<file path="src/rtl/md_pkg.sv">
// Shared definitions for the multiply/divide unit: op codes, FSM states, sizing helper.
package md_pkg;

  typedef enum logic [2:0] {
    MD_MULT  = 3'd0,
    MD_MULTU = 3'd1,
    MD_DIV   = 3'd2,
    MD_DIVU  = 3'd3,
    MD_MTHI  = 3'd4,
    MD_MTLO  = 3'd5
  } md_op_e;

  typedef enum logic {
    ST_IDLE = 1'b0,
    ST_BUSY = 1'b1
  } md_state_e;

  function automatic int max_int(input int x, input int y);
    return (x > y) ? x : y;
  endfunction

endpackage

</file>
<file path="src/rtl/md_if.sv">
// EX-stage request bus into the multiply/divide unit and its HI/LO/busy results.
interface md_if;

  logic        start;
  logic [2:0]  op;
  logic [31:0] a;
  logic [31:0] b;
  logic        busy;
  logic [31:0] hi;
  logic [31:0] lo;

  modport master (output start, op, a, b, input busy, hi, lo);
  modport slave  (input start, op, a, b, output busy, hi, lo);

endinterface

</file>
<file path="src/rtl/md_div.sv">
// Combinational 32-bit signed/unsigned divider; quotient truncates toward zero,
// remainder follows the dividend's sign. A zero divisor yields don't-care results.
module md_div (
  input  logic [31:0] i_a,
  input  logic [31:0] i_b,
  input  logic        i_signed,
  output logic [31:0] o_q,
  output logic [31:0] o_r
);

  logic        w_neg_a;
  logic        w_neg_b;
  logic [31:0] w_mag_a;
  logic [31:0] w_mag_b;
  logic [31:0] w_div_b;
  logic [31:0] w_uq;
  logic [31:0] w_ur;

  assign w_neg_a = i_signed & i_a[31];
  assign w_neg_b = i_signed & i_b[31];
  assign w_mag_a = w_neg_a ? (32'd0 - i_a) : i_a;
  assign w_mag_b = w_neg_b ? (32'd0 - i_b) : i_b;
  // Keep the divider well-defined on b=0; the caller discards that result.
  assign w_div_b = (w_mag_b == 32'd0) ? 32'd1 : w_mag_b;
  assign w_uq    = w_mag_a / w_div_b;
  assign w_ur    = w_mag_a % w_div_b;
  assign o_q     = (w_neg_a ^ w_neg_b) ? (32'd0 - w_uq) : w_uq;
  assign o_r     = w_neg_a ? (32'd0 - w_ur) : w_ur;

endmodule

</file>
<file path="src/rtl/md_unit.sv">
// HI/LO multiply/divide unit: result committed after MULT_CYCLES/DIV_CYCLES busy cycles,
// MTHI/MTLO in one edge; starts while busy are dropped. Divider present only with MDU_DIV_EN.
module md_unit
  import md_pkg::*;
#(
  parameter int MULT_CYCLES = 5,
  parameter int DIV_CYCLES  = 10
) (
  input logic clk,
  input logic reset,
  md_if.slave bus
);

  localparam int CNT_W = $clog2(max_int(MULT_CYCLES, DIV_CYCLES) + 1);

  md_state_e          r_state;
  md_state_e          w_next;
  logic [CNT_W-1:0]   r_cnt;
  logic [31:0]        r_hi;
  logic [31:0]        r_lo;
  logic [31:0]        r_res_hi;
  logic [31:0]        r_res_lo;
  logic               r_upd;
  logic               w_long;
  logic               w_accept;
  logic               w_done;
  logic [63:0]        w_ax;
  logic [63:0]        w_bx;
  logic [63:0]        w_prod;

`ifdef MDU_DIV_EN
  logic               w_is_div;
  logic [31:0]        w_q;
  logic [31:0]        w_r;

  md_div u_div (
    .i_a      (bus.a),
    .i_b      (bus.b),
    .i_signed (bus.op == MD_DIV),
    .o_q      (w_q),
    .o_r      (w_r)
  );
`endif

  always_comb begin
    w_long = 1'b0;
`ifdef MDU_DIV_EN
    w_is_div = 1'b0;
`endif
    case (bus.op)
      MD_MULT, MD_MULTU: w_long = 1'b1;
`ifdef MDU_DIV_EN
      MD_DIV, MD_DIVU: begin
        w_long   = 1'b1;
        w_is_div = 1'b1;
      end
`endif
      default: w_long = 1'b0;
    endcase
  end

  assign w_accept = (r_state == ST_IDLE) && bus.start && w_long;
  assign w_done   = (r_state == ST_BUSY) && (r_cnt == CNT_W'(1));

  // Low 64 bits of the 64x64 product are the correct two's-complement result when sign-extended.
  assign w_ax   = (bus.op == MD_MULT) ? {{32{bus.a[31]}}, bus.a} : {32'd0, bus.a};
  assign w_bx   = (bus.op == MD_MULT) ? {{32{bus.b[31]}}, bus.b} : {32'd0, bus.b};
  assign w_prod = w_ax * w_bx;

  always_ff @(posedge clk) begin
    if (!reset) r_state <= ST_IDLE;
    else        r_state <= w_next;
  end

  always_comb begin
    w_next = r_state;
    case (r_state)
      ST_IDLE: if (w_accept) w_next = ST_BUSY;
      ST_BUSY: if (w_done)   w_next = ST_IDLE;
      default: w_next = ST_IDLE;
    endcase
  end

  always_comb begin
    bus.busy = (r_state == ST_BUSY);
  end

  assign bus.hi = r_hi;
  assign bus.lo = r_lo;

  always_ff @(posedge clk) begin
    if (!reset) begin
      r_cnt    <= '0;
      r_res_hi <= '0;
      r_res_lo <= '0;
      r_upd    <= 1'b0;
      r_hi     <= '0;
      r_lo     <= '0;
    end else begin
      if (w_accept) begin
`ifdef MDU_DIV_EN
        if (w_is_div) begin
          r_cnt    <= CNT_W'(DIV_CYCLES);
          r_res_hi <= w_r;
          r_res_lo <= w_q;
          r_upd    <= (bus.b != 32'd0);
        end else
`endif
        begin
          r_cnt    <= CNT_W'(MULT_CYCLES);
          r_res_hi <= w_prod[63:32];
          r_res_lo <= w_prod[31:0];
          r_upd    <= 1'b1;
        end
      end else if (r_state == ST_BUSY) begin
        r_cnt <= r_cnt - CNT_W'(1);
      end

      if (w_done && r_upd) begin
        r_hi <= r_res_hi;
        r_lo <= r_res_lo;
      end else if ((r_state == ST_IDLE) && bus.start) begin
        if (bus.op == MD_MTHI) r_hi <= bus.a;
        if (bus.op == MD_MTLO) r_lo <= bus.a;
      end
    end
  end

endmodule

</file>
<file path="src/flat_wrapper.sv">
// flat-port wrapper written by rule: the top's interface ports become plain ports
module md_unit_flat import md_pkg::*;
#(
  parameter int MULT_CYCLES = 5,
  parameter int DIV_CYCLES  = 10
)
  (clk, reset, bus_start, bus_op, bus_a, bus_b, bus_busy, bus_hi, bus_lo);
  md_if bus_i ();
  input logic clk;
  input logic reset;
  input wire logic [$bits(bus_i.start)-1:0] bus_start;
  input wire logic [$bits(bus_i.op)-1:0] bus_op;
  input wire logic [$bits(bus_i.a)-1:0] bus_a;
  input wire logic [$bits(bus_i.b)-1:0] bus_b;
  output wire logic [$bits(bus_i.busy)-1:0] bus_busy;
  output wire logic [$bits(bus_i.hi)-1:0] bus_hi;
  output wire logic [$bits(bus_i.lo)-1:0] bus_lo;
  assign bus_i.start = bus_start;
  assign bus_i.op = bus_op;
  assign bus_i.a = bus_a;
  assign bus_i.b = bus_b;
  assign bus_busy = bus_i.busy;
  assign bus_hi = bus_i.hi;
  assign bus_lo = bus_i.lo;
  md_unit #(.MULT_CYCLES(MULT_CYCLES), .DIV_CYCLES(DIV_CYCLES)) u_core (.clk(clk), .reset(reset), .bus(bus_i));
endmodule
</file>
<file path="config.mk">
export PLATFORM = sky130hd
export DESIGN_NAME = md_unit_flat
export DESIGN_NICKNAME = d
export VERILOG_FILES = /design/src/rtl/md_pkg.sv /design/src/rtl/md_if.sv /design/src/rtl/md_div.sv /design/src/rtl/md_unit.sv /design/src/flat_wrapper.sv
export SDC_FILE = /design/constraint.sdc
export NUM_CORES = 2
export LEC_CHECK = 0
export CAP_MARGIN = 5
export CORE_MARGIN = 2
export CORE_UTILIZATION = 25
export DETAILED_ROUTE_END_ITERATION = 8
export PLACE_DENSITY_LB_ADDON = 0.05
export SYNTH_ARGS = -nofsm -noshare
export SYNTH_HDL_FRONTEND = slang
export SYNTH_SLANG_ARGS = --single-unit
</file>
<file path="constraint.sdc">
create_clock -name clk -period 25.7 [get_ports clk]
set_input_delay 6.425 -clock clk [delete_from_list [all_inputs] [get_ports clk]]
set_output_delay 6.425 -clock clk [all_outputs]
set_load 0.005 [all_outputs]
</file>
==> impl_metrics.tcl <==
set metrics [dict create \
    rows 169 \
    htreeDepth 4 \
    cts_tree "done" \
    yosys_register_bits 134 \
    synthesis.area_um2 53000 \
    hp-class "reg -> reg" \
    busiest_layer "met2" \
    slew_headroom_pct 8.94 \
    synth-main-ff-cell "dfxtp_1" \
    grt_max_degree 97 \
    ys_warn_count 0 \
    postPlaceCellArea_um2 57300 \
    drcViolationCount 0 \
    r2r-start "u_core.r_cnt[1]" \
    num-fill-cells 23000 \
    dr_total_vias 36400 \
    startpoint "bus_op[0]" \
    antenna_found_initial 23 \
    worst_pin_slew_ns 1.37 \
    rrSetupSlack_ns 23.28 \
    detailed_place_hpwl_um 167000 \
    wl_per_cell_um 24.0 \
    critPathArrivalTime_ns 17.13 \
    clk_latency_ns 0.48 \
    multiInputGateArea_um2 43600 \
    synth_area_leaders "fa_1 54%, inv_1 11%, ha_1 7.3%, nand2_1 5.8%, and2_1 5.4%" \
    finalMaxSlewViolations 0 \
    path_clk_slew_ns 0.06 \
    use_met2_pct 31.9 \
    hold_buffers 0 \
    drt_iter0_markers 1860 \
    synth_edf_count 0 \
    synth_largest_area_cell "fa_1" \
    area_delta_synth_final_pct 9.38 \
    regArea_um2 2680 \
    met1_usage_pct 27.5 \
    avgSynthCellArea_um2 9.37 \
    ant_nets 0 \
    status "finished, final reports clean" \
    min_period_ns 16.76 \
    fin_crit_sh_pct 65.2 \
    path_common_cell "fa_1" \
    crit_end "u_core.r_res_hi[26]" \
    core-area_um2 211000 \
    gr-total-overflow 0 \
    skew_ns 0.0188 \
    cts_max_path_buffers 2 \
    final-setup-viol-count 0 \
    die-area_um2 216000 \
    via_per_inst 4.32 \
    drive_gt1_share_pct 3.39 \
    die_h_um 465 \
    cts-root-buf "clkbuf_16" \
    max_freq_mhz 59.7 \
    start_kind "primary input" \
    cp_slowest_cell "fa_1" \
    cts_sinks 134 \
    cts_setup_buffers 0 \
    firstDrtPassIters 5 \
    fin_area_um2 58000 \
    synth_cells 5661 \
    rsz0062_at_grt "no" \
    die_w_um 465 \
    ys_types 69 \
    grt_pass1_wl_um 299000 \
    initial_utilization_pct 25.1 \
    finalWirelength_um 202000 \
    syn_nets 7459 \
    cts_buffers 17 \
    grt_util_met3_pct 1.64 \
    first_global_vias 41700 \
    fin_setup_tns_ns 0 \
    r2r_cells 7 \
    slowest_delay_ns 1.02 \
    crit_fanout 22 \
    nets 7395 \
    required_ns 26.07 \
    seq_area_frac_synth_pct 5.06 \
    regToRegEndpoint "u_core.bus.hi[20]" \
    grtUsageTotal_pct 19.3 \
    cts_resized 0 \
    crit_type "in -> reg" \
    io_pins 135 \
    synthArstFlopShare_pct 0 \
    drv_cap 0 \
    gp_congestion 0.831 \
    hold_viol 0 \
    synth_top_area_share_pct 53.5 \
    portBuffers 134 \
    end_kind "flop" \
]
## final cells by class
| class | instances | area share [%] |
|---|---|---|
| multi-input cells | 3725 | 75.2 |
| inverters | 1491 | 9.65 |
| well taps | 2821 | 6.09 |
| flip-flops and latches | 134 | 4.63 |
| repair buffers | 228 | 3.23 |
| clock buffers | 19 | 0.781 |
| clock inverters | 13 | 0.429 |
| diodes | 6 | 0.0259 |
## metrics by stage
step | util (%) | hold WS (ns) | setup WS (ns) | instances
floorplan | - | 0.426 | 10.05 | 5661
global placement | 27.1 | 0.460 | 8.51 | 8399
detailed placement | 27.1 | 0.452 | 8.49 | 8399
CTS | 27.4 | 0.470 | 9.01 | 8431
global route | 27.4 | 0.488 | 8.43 | 8432
finish | 27.4 | 0.467 | 8.94 | 8437
## cell usage in the layout, fill, tap and decap left out, types with 7 or more instances in the layout
| cell type | netlist | final |
|---|---|---|
| ha_1 | 310 | 310 |
| and2_1 | 458 | 459 |
| dfxtp_1 | 134 | 134 |
| a211oi_1 | 9 | 9 |
| a31oi_1 | 12 | 12 |
| inv_1 | 1491 | 1491 |
| fa_1 | 1418 | 1418 |
| o211a_1 | 68 | 68 |
| a21boi_0 | 17 | 17 |
| a21o_1 | 60 | 60 |
| a21oi_1 | 67 | 67 |
| clkbuf_16 | 0 | 17 |
| o21ai_1 | 10 | 10 |
| o21bai_1 | 11 | 11 |
| nand2_1 | 818 | 818 |
| mux2i_1 | 65 | 65 |
| nand4_1 | 16 | 16 |
| a31o_2 | 7 | 7 |
| o21ai_0 | 69 | 69 |
| xor2_1 | 39 | 39 |
| clkdlybuf4s50_1 | 0 | 99 |
| nor2_1 | 42 | 41 |
| xnor2_1 | 83 | 83 |
| and3_1 | 30 | 30 |
| buf_4 | 0 | 95 |
| buf_2 | 0 | 34 |
| nand2b_1 | 12 | 12 |
| bufinv_16 | 0 | 7 |
| nand3_1 | 17 | 17 |
## critical path: cells and delay by family
kind            cells  cell delay [ns]
compound gates      8             1.99
fa+ha+maj          11             6.16
buf+inv             5             1.07
simple gates        5             1.41
## kinds of logic after synthesis
| kind of cell | share of synthesized area (%) |
|---|---|
| AO/OA/AOI/OAI | 5.04 |
| XOR/XNOR | 2.06 |
| adder cells (fa/ha/maj) | 60.9 |
| buffers and inverters | 12.8 |
| flip-flops | 5.06 |
| multiplexers | 1.23 |
| AND/OR/NAND/NOR | 13.0 |
## synth_stat cells (30+ instances only)
cell	instances
mux2i_1	65
o211a_1	68
nor2_1	42
xor2_1	39
and2_1	458
a21o_1	60
nand2_1	818
a21oi_1	67
ha_1	310
dfxtp_1	134
inv_1	1491
clkbuf_1	293
and3_1	30
o21ai_0	69
xnor2_1	83
fa_1	1418
## registers in the layout, summed over array words and instances, names as in the netlist
name,cells
u_core.bus.busy,1
u_core.bus.hi,32
u_core.bus.lo,32
u_core.r_cnt,4
u_core.r_res_hi,32
u_core.r_res_lo,32
u_core.r_upd,1
## routing by layer
| layer | part of all wire, % | routed length, µm | up-vias |
|---|---|---|---|
| met2 | 48 | 96200 | 568 |
| met4 | 2.2 | 4460 | 0 |
| met3 | 2.8 | 5720 | 109 |
| met1 | 47 | 95900 | 19600 |
| met5 | 0 | 0 | - |
| li1 | - | - | 16200 |
## worst min-delay path by stage
stage | start | endpoint | cells past startpoint
6_report | u_core.r_res_lo[1] | u_core.r_res_lo[1] | 2
5_1_grt | u_core.r_res_lo[8] | u_core.r_res_lo[8] | 2
4_1_cts | u_core.r_res_hi[7] | u_core.r_res_hi[7] | 2
3_5_place_dp | u_core.r_res_hi[7] | u_core.r_res_hi[7] | 2
3_3_place_gp | u_core.r_res_lo[0] | u_core.r_res_lo[0] | 2
2_1_floorplan | u_core.r_res_hi[10] | u_core.r_res_hi[10] | 2
Power is not shown: default switching activity piles up to over one toggle a cycle in this logic, so the estimate is an artifact.
